[src/rtl/recepcao_pkg.sv]
// recepcao_pkg: shared FSM encoding, frame constants and field widths for the serial receiver
package recepcao_pkg;
  typedef enum logic [2:0] {OCIOSO, INICIO, DADOS, PARIDADE, PARADA, REGISTRA} estado_t;
  localparam logic       TIPO_FILA  = 1'b0;
  localparam logic [2:0] TIPO_CONT  = 3'b111;
  localparam int         LARG_FILA  = 6;
  localparam int         LARG_CONT  = 4;
  localparam int         FILA_DEPTH = 16;
  localparam int         CONT_DEPTH = 8;
  function automatic logic paridade_impar(input logic [6:0] d);
    return ~^d;
  endfunction
endpackage

[src/rtl/recepcao_serial_automatica_rx.sv]
// rx_serial_7O1: 7O1 deserialiser with input synchroniser, frame FSM and parity/stop check
module rx_serial_7O1
  import recepcao_pkg::*;
#(
  parameter int DIV = 434
) (
  input  logic       clock,
  input  logic       reset,
  input  logic       RX,
  output logic [6:0] dados,
  output logic       pronto,
  output logic       erro_quadro
);
  localparam logic [15:0] MEIO = 16'(DIV / 2 - 1);
  localparam logic [15:0] BIT  = 16'(DIV - 1);
  estado_t     r_estado, w_prox;
  logic        r_rx_meta, r_rx_s, r_armado, r_par, r_stop, w_amostra;
  logic [15:0] r_tick;
  logic [2:0]  r_nbit;
  logic [6:0]  r_shift;
  assign w_amostra   = r_tick == ((r_estado == INICIO) ? MEIO : BIT);
  assign dados       = r_shift;
  assign pronto      = r_estado == REGISTRA;
  assign erro_quadro = pronto && (r_par != paridade_impar(r_shift) || !r_stop);
  // two-flop synchroniser, idles high
  always_ff @(posedge clock or negedge reset)
    if (!reset) {r_rx_meta, r_rx_s} <= 2'b11;
    else {r_rx_meta, r_rx_s} <= {RX, r_rx_meta};
  // state register
  always_ff @(posedge clock or negedge reset)
    if (!reset) r_estado <= OCIOSO;
    else r_estado <= w_prox;
  // next state: start needs the line to have been seen high since the last framing error
  always_comb begin
    w_prox = r_estado;
    case (r_estado)
      OCIOSO:   if (!r_rx_s && r_armado) w_prox = INICIO;
      INICIO:   if (w_amostra) w_prox = r_rx_s ? OCIOSO : DADOS;
      DADOS:    if (w_amostra && r_nbit == 3'd6) w_prox = PARIDADE;
      PARIDADE: if (w_amostra) w_prox = PARADA;
      PARADA:   if (w_amostra) w_prox = REGISTRA;
      default:  w_prox = OCIOSO;
    endcase
  end
  // bit timing, LSB-first shift register, parity/stop capture and re-arm flag
  always_ff @(posedge clock or negedge reset)
    if (!reset) begin
      r_tick   <= '0;
      r_nbit   <= '0;
      r_shift  <= '0;
      r_par    <= 1'b0;
      r_stop   <= 1'b0;
      r_armado <= 1'b1;
    end else begin
      r_tick <= (r_estado == OCIOSO || w_amostra) ? '0 : r_tick + 16'd1;
      if (r_estado == OCIOSO) r_nbit <= '0;
      if (r_estado == DADOS && w_amostra) begin
        r_shift <= {r_rx_s, r_shift[6:1]};
        r_nbit  <= r_nbit + 3'd1;
      end
      if (r_estado == PARIDADE && w_amostra) r_par <= r_rx_s;
      if (r_estado == PARADA && w_amostra) r_stop <= r_rx_s;
      if (r_rx_s) r_armado <= 1'b1;
      else if (r_estado == PARADA && w_amostra) r_armado <= 1'b0;
    end
endmodule

[src/rtl/recepcao_serial_automatica.sv]
// recepcao_serial_automatica: classifies received frames into queue/content register files and counts errors
module recepcao_serial_automatica
  import recepcao_pkg::*;
#(
  parameter int DIV = 434
) (
  input  logic                 clock,
  input  logic                 reset,
  input  logic                 RX,
  input  logic                 limpa,
  input  logic [3:0]           addr_fila_rd,
  input  logic [2:0]           addr_cont_rd,
  output logic [LARG_FILA-1:0] dado_fila,
  output logic [LARG_CONT-1:0] dado_cont,
  output logic [3:0]           addr_fila_wr,
  output logic [2:0]           addr_cont_wr,
  output logic                 fila_cheia,
  output logic                 cont_cheio,
  output logic                 novo_fila,
  output logic                 novo_cont,
  output logic                 erro,
  output logic [7:0]           n_erros
);
  logic [6:0]           w_dados;
  logic                 w_pronto, w_erro_q, w_ok;
  logic [LARG_FILA-1:0] r_fila [FILA_DEPTH];
  logic [LARG_CONT-1:0] r_cont [CONT_DEPTH];
  logic [3:0]           r_addr_fila;
  logic [2:0]           r_addr_cont;
  logic                 r_fila_cheia, r_cont_cheio;
  logic [7:0]           r_n_erros;
  rx_serial_7O1 #(.DIV(DIV)) u_rx (
    .clock      (clock),
    .reset      (reset),
    .RX         (RX),
    .dados      (w_dados),
    .pronto     (w_pronto),
    .erro_quadro(w_erro_q)
  );
  assign w_ok         = w_pronto && !w_erro_q;
  assign novo_fila    = w_ok && w_dados[6] == TIPO_FILA;
  assign novo_cont    = w_ok && w_dados[6:4] == TIPO_CONT;
  assign erro         = w_pronto && !novo_fila && !novo_cont;
  assign dado_fila    = r_fila[addr_fila_rd];
  assign dado_cont    = r_cont[addr_cont_rd];
  assign addr_fila_wr = r_addr_fila;
  assign addr_cont_wr = r_addr_cont;
  assign fila_cheia   = r_fila_cheia;
  assign cont_cheio   = r_cont_cheio;
  assign n_erros      = r_n_erros;
  // register files; writes use the pre-clear address even when limpa coincides
  always_ff @(posedge clock or negedge reset)
    if (!reset) begin
      for (int i = 0; i < FILA_DEPTH; i++) r_fila[i] <= '0;
      for (int i = 0; i < CONT_DEPTH; i++) r_cont[i] <= '0;
    end else begin
      if (novo_fila) r_fila[r_addr_fila] <= w_dados[LARG_FILA-1:0];
      if (novo_cont) r_cont[r_addr_cont] <= w_dados[LARG_CONT-1:0];
    end
  // wrapping write addresses, sticky full flags and saturating error count; limpa wins
  always_ff @(posedge clock or negedge reset)
    if (!reset) begin
      r_addr_fila  <= '0;
      r_addr_cont  <= '0;
      r_fila_cheia <= 1'b0;
      r_cont_cheio <= 1'b0;
      r_n_erros    <= '0;
    end else if (limpa) begin
      r_addr_fila  <= '0;
      r_addr_cont  <= '0;
      r_fila_cheia <= 1'b0;
      r_cont_cheio <= 1'b0;
      r_n_erros    <= '0;
    end else begin
      if (novo_fila) begin
        r_addr_fila <= r_addr_fila + 4'd1;
        if (r_addr_fila == 4'(FILA_DEPTH - 1)) r_fila_cheia <= 1'b1;
      end
      if (novo_cont) begin
        r_addr_cont <= r_addr_cont + 3'd1;
        if (r_addr_cont == 3'(CONT_DEPTH - 1)) r_cont_cheio <= 1'b1;
      end
      if (erro && r_n_erros != 8'hFF) r_n_erros <= r_n_erros + 8'd1;
    end
endmodule

[config.mk]
export PLATFORM = sky130hd
export DESIGN_NAME = recepcao_serial_automatica
export DESIGN_NICKNAME = d
export VERILOG_FILES = /design/src/rtl/recepcao_pkg.sv /design/src/rtl/recepcao_serial_automatica_rx.sv /design/src/rtl/recepcao_serial_automatica.sv
export SDC_FILE = /design/constraint.sdc
export NUM_CORES = 1
export LEC_CHECK = 0
export BUFFER_PORTS_ARGS = -buffer_cell sky130_fd_sc_hd__buf_4
export CAP_MARGIN = 20
export CELL_PAD_IN_SITES_DETAIL_PLACEMENT = 1
export CELL_PAD_IN_SITES_GLOBAL_PLACEMENT = 1
export CORE_ASPECT_RATIO = 1.75
export CORE_MARGIN = 2
export CORE_UTILIZATION = 55
export CTS_CLUSTER_DIAMETER = 60
export DETAILED_ROUTE_END_ITERATION = 10
export PLACE_DENSITY = 0.8
export SYNTH_ARGS = -nofsm -noshare
export SYNTH_HDL_FRONTEND = slang
export SYNTH_SLANG_ARGS = --single-unit
[constraint.sdc]
create_clock -name clock -period 3.9 [get_ports clock]
set_input_delay 0.39 -clock clock [delete_from_list [all_inputs] [get_ports clock]]
set_output_delay 0.39 -clock clock [all_outputs]
set_load 0.01 [all_outputs]
== Word-level counts from Yosys, hierarchy flattened ==
Cells that the tools add are included.
Cells by class
  $add $sub $neg: 5
  $lt $le $gt $ge: 6
  equality and inequality tests: 17
  multiplexer cells: 37
  bitwise gates (word level): 5
  reductions and logical operators: 33
Operators with widths (count)
  96-bit bitwise mux: 1
  32-bit bitwise mux: 1
  3-bit two-way mux: 9
  6-bit binary-select mux with 4-bit select: 1
  6-bit demux with 4-bit select: 1
  4-bit two-way mux: 5
  6-bit two-way mux: 3
  16-bit by 1-bit adder with 16-bit output, second input constant: 1
  16-bit == test: 1
  16-bit two-way mux: 1
  8-bit two-way mux: 2
  3-bit == test, second input constant: 5
  3-bit case mux with 5 select lines: 1
  1-bit logical AND: 14
  2-bit nonzero test: 7
  4-bit binary-select mux with 3-bit select: 1
  4-bit demux with 3-bit select: 1
  5-bit greater-or-equal comparator, second input constant: 2
  2-bit by 1-bit != test with 1-bit output, second input constant: 5
  4-bit NOT with 5-bit output: 2
  9-bit two-way mux: 1
  8-bit by 1-bit adder with 8-bit output, second input constant: 1
  4-bit greater-or-equal comparator, second input constant: 2
  1-bit two-way mux: 8
  other kinds (18): 27
Storage, ports and cells
  bits in registers: 179
  bits of input ports: 11
  output and inout port bits: 30

== Logic depth before layout (Yosys ltp) ==
  depth after elaboration: 13
  mapped depth: 8
  mapped depth without buffers: 6

== Modules after synthesis ==
From an unflattened synthesis, not the netlist that was laid out.
Second synthesis, totals
  cells, all modules: 621
  area, all modules: 8572.0 µm²
Modules (own cells, without submodules)
  recepcao_serial_automatica: instances 1, cells each 463, area each 6860.3 µm²
  rx_serial_7O1: instances 1, cells each 158, area each 1711.6 µm²

== Worst setup path after synthesis ==
OpenSTA, ideal clock, no wires.
  path kind: reg-to-reg
  start point: register u_rx.r_shift[4], in the netlist u_rx.dados[4]
  end point: register r_fila[0] (netlist name)
  setup time: 125 ps
  data arrival time: 2375 ps
  setup slack: 1400 ps
  stages on the path, launching flop included: 9
  path buffers: 2
  cells stage by stage: dfrtp_1 > ha_1 > xnor3_1 > xnor3_1 > nor2_1 > buf_2 > and3_1 > buf_2 > mux2_2
On the way
  word-level cells in the longest chain between the ends: 7
RTL lines
  from (decl): RTL line recepcao_serial_automatica_rx.sv:20  | logic [6:0] r_shift;
  from (signal assigned): RTL line recepcao_serial_automatica_rx.sv:58  | r_shift <= {r_rx_s, r_shift[6:1]};
  7-bit XNOR reduction: RTL line recepcao_pkg.sv:11  | return ~^d;
  1-bit != test: RTL line recepcao_serial_automatica_rx.sv:24  | assign erro_quadro = pronto && (r_par != paridade_impar(r_shift) || !r_stop);
  1-bit logical OR: RTL line recepcao_serial_automatica_rx.sv:24
  1-bit logical AND: RTL line recepcao_serial_automatica_rx.sv:24
  1-bit zero test: RTL line recepcao_serial_automatica.sv:40  | assign w_ok = w_pronto && !w_erro_q;
  1-bit logical AND: RTL line recepcao_serial_automatica.sv:40
  1-bit logical AND: RTL line recepcao_serial_automatica.sv:41  | assign novo_fila = w_ok && w_dados[6] == TIPO_FILA;
  via novo_fila: RTL line recepcao_serial_automatica.sv:19  | output logic novo_fila,
  to (signal, indexed assignment): RTL line recepcao_serial_automatica.sv:57  | if (novo_fila) r_fila[r_addr_fila] <= w_dados[LARG_FILA-1:0];
  to (decl): RTL line recepcao_serial_automatica.sv:26  | logic [LARG_FILA-1:0] r_fila [FILA_DEPTH];
The timed path passes the listed nets, and every way through them passes these cells.
A chain may end at the register's enable or synchronous reset.

== Worst setup path after layout ==
  start point: register u_rx.r_shift[4], in the netlist u_rx.dados[4]
  end point: register r_fila[2] (netlist name)
On the way
  word-level cells in the longest chain between the ends: 7
RTL lines (RTL line)
  7-bit XNOR reduction: recepcao_pkg.sv:11
  1-bit != test: recepcao_serial_automatica_rx.sv:24
  1-bit logical OR: recepcao_serial_automatica_rx.sv:24
  1-bit logical AND: recepcao_serial_automatica_rx.sv:24
  1-bit zero test: recepcao_serial_automatica.sv:40
  1-bit logical AND: recepcao_serial_automatica.sv:40
  1-bit logical AND: recepcao_serial_automatica.sv:41
Every way passes these cells.

==> run summary <==
status - completed
max-cap violations - 0
buffers added on ports - 40
DR WL/cell - 24.8 um
Final Cycle Share - 0.848
Tmin final - 3.31 ns
endpoints failing setup - 0
Largest delay share family, worst path - flip-flops
Main synth FF type - dfrtp_1
Final ANT Viol Nets - 0
# Post-CTS Setup Buffers - 0
DR vias/cell - 6.17
ys async rst share - 1.00
unrepaired setup endpoints after global routing - false
Top cell by count, worst path - xnor3_1
Pre-antenna DRT Iters - 7
CTS tree - done
largest net degree at the start of global routing - 93
CTS Buf Count - 17
commonest non-fill, non-tap cell in the layout - dfrtp_1
crit path buf inv count - 1
antenna violations before repair - 0
synthesized area - 8500 um^2
Syn Area/Cell - 13.9 um^2
cells after synthesis - 612
share of cells above drive strength 1 - 0.417
combinational fraction of design power - 0.045
setup slack after layout - 0.591 ns
Worst Reg-to-Reg Cells - 7
Post-synth EDFFs - 0
relative slew slack - 0.430
Worst Path Arrival - 3.62 ns
NetSw - 0.000956 W
number of clock sinks - 179
commonest cells after routing, fill and taps aside - dfrtp_1 (176), mux2_2 (134), buf_4 (52)
die width - 98.0 um
internal power - 0.00279 W
leakage - 4.56 nW
max-slew violations - 0
Remaining DRCs - 0
pre-CTS WS - 0.655 ns
GRT Util Overall - 0.270
final hold violation count - 0
Largest stage delay, worst path - 0.76 ns
Critical R2R Launch - u_rx.dados[4]
Top Ports - 41
Slew @ Worst Pin - 0.854 ns
hpwl dp - 13,300 um
register area - 4480 um^2
Root Buffer - clkbuf_16
diode count - 0
final wirelength - 20,800 um
Die H - 168 um
post-synth cell types - 53
vias in the first global route - 5,932
Hold WC Path Type - in -> async
synthesis-to-layout area growth - 11.4%
peak supply drop - 0.000236 V
Clock Power Share - 0.442
RR Endpoint - r_fila[2]
Mapped Nets - 634
global route overflow - 0
register share of total power - 0.513
Worst setup EP type - flip-flop
Site Rows - 60
Final Net Count - 659
Clock Path Buffers - 2
Initial Util - 0.558
CP Data Required Time - 4.21 ns
GPL Wtd Cong - 0.792
DRT iter0 DRCs - 197
CTS Hold Buffers Added - 0
clock-pin slew on the worst setup and hold paths - 0.08 ns
setup slack, reg-to-reg - 0.59 ns
# fillers - 1,447
Skew-Pair Late Insertion Delay - 0.44 ns
first-pass GRT wire length - 33,900 um
worst-path fanout max - 19
synth warn - 0
area of the multi-input gates - 3750 um^2
P per Cell Area - 396 nW/um^2
H-tree Lvls - 4
flops & latches, synth - 179
CP Class - reg -> reg
routed via count - 5,154
FMAX - 0.302 GHz
Core Box Area - 15,200 um^2
Layout Skew - 0.0114 ns
sequential fraction of the synthesis area - 0.527
TNS Setup - 0 ns
Crit-path slowest cell - dfrtp_1
post_cts resized - 0
full die area - 16,500 um^2
switching share of power - 0.255
critical-path cell list - ha_1 -> xnor3_1 -> xnor3_1 -> nor2_1 -> buf_4 -> and3_1 -> mux2_2
crit path launch type - flip-flop
synth_stat cells (4+ instances only):
master | n | area share
xnor2_1 | 13 | 0.013
nor2_1 | 39 | 0.017
nand3b_1 | 4 | 0.0035
inv_1 | 10 | 0.0044
mux2i_1 | 4 | 0.0047
or3_1 | 4 | 0.0029
buf_2 | 19 | 0.011
xor2_1 | 7 | 0.0072
nand2_1 | 13 | 0.0057
clkbuf_1 | 18 | 0.0079
ha_1 | 11 | 0.016
nand3_1 | 21 | 0.012
mux2_2 | 134 | 0.18
mux2_1 | 4 | 0.0053
a21oi_1 | 10 | 0.0059
and3_1 | 12 | 0.0088
dfrtp_1 | 176 | 0.52
mux4_2 | 38 | 0.10
nor3b_1 | 4 | 0.0035
o21ai_0 | 8 | 0.0047
nand4_1 | 6 | 0.0044
cell type report:
| cell class | instances | share of cell area |
|---|---|---|
| clock buffer | 17 | 0.0449 |
| sequential | 179 | 0.473 |
| timing repair buffer | 53 | 0.0424 |
| clock inverter | 15 | 0.0148 |
| multi-input combinational | 376 | 0.396 |
| tap | 186 | 0.0246 |
| inverter | 10 | 0.00396 |
sequential cells by signal, indices dropped and copies added, names as in the netlist, 4 cells and up:
signal	flops
addr_fila_wr	4
n_erros	8
r_cont	32
r_fila	96
u_rx.dados	7
u_rx.r_tick	16
layer usage:
| metal | part of all wire | global-route usage |
|---|---|---|
| met5 | 0 | 0 |
| met2 | 0.59 | 0.516 |
| met4 | 0.017 | 0.0743 |
| met3 | 0.022 | 0.0475 |
| met1 | 0.37 | 0.305 |
cells by family (layout without fill, tap and decap cells):
group / after synthesis / after routing / synth area share
compound gates: 32 / 32 / 0.0250
buf+inv: 57 / 95 / 0.0314
flops: 179 / 179 / 0.527
xor+xnor: 22 / 22 / 0.0259
mux: 182 / 182 / 0.292
simple gates: 129 / 129 / 0.0823
fa+ha+maj: 11 / 11 / 0.0162
per-stage QoR:
stage,instances,utilization,hold WS [ns],total power (W),cell area [um^2]
3_3_place_gp,804,0.584,0.349,0.00212,8900
2_1_floorplan,612,-,0.0944,0.00205,8500
4_1_cts,836,0.621,0.0410,0.00378,9470
6_report,836,0.621,0.0239,0.00375,9470
3_5_place_dp,804,0.584,0.349,0.00213,8900
5_1_grt,836,0.621,0.0413,0.00388,9470
power by group through the flow:
stage,Sequential [W],Combinational [W],Clock [W]
CTS,0.00192,0.000174,0.00169
finish,0.00192,0.000168,0.00166
global placement,0.00195,0.000163,0
detailed placement,0.00195,0.000174,0
global route,0.00193,0.000192,0.00176
floorplan,0.00194,0.000106,0
worst max-delay path by stage:
stage	from	endpoint	depth (start not counted)
2_1_floorplan	u_rx.dados[4]	r_fila[0]	8
3_3_place_gp	u_rx.dados[4]	r_fila[3]	7
3_5_place_dp	u_rx.dados[5]	r_fila[2]	7
4_1_cts	u_rx.dados[5]	novo_fila	6
5_1_grt	u_rx.dados[4]	r_fila[4]	7
6_report	u_rx.dados[4]	r_fila[2]	7
No activity file was read; power rests on OpenSTA's default activity.
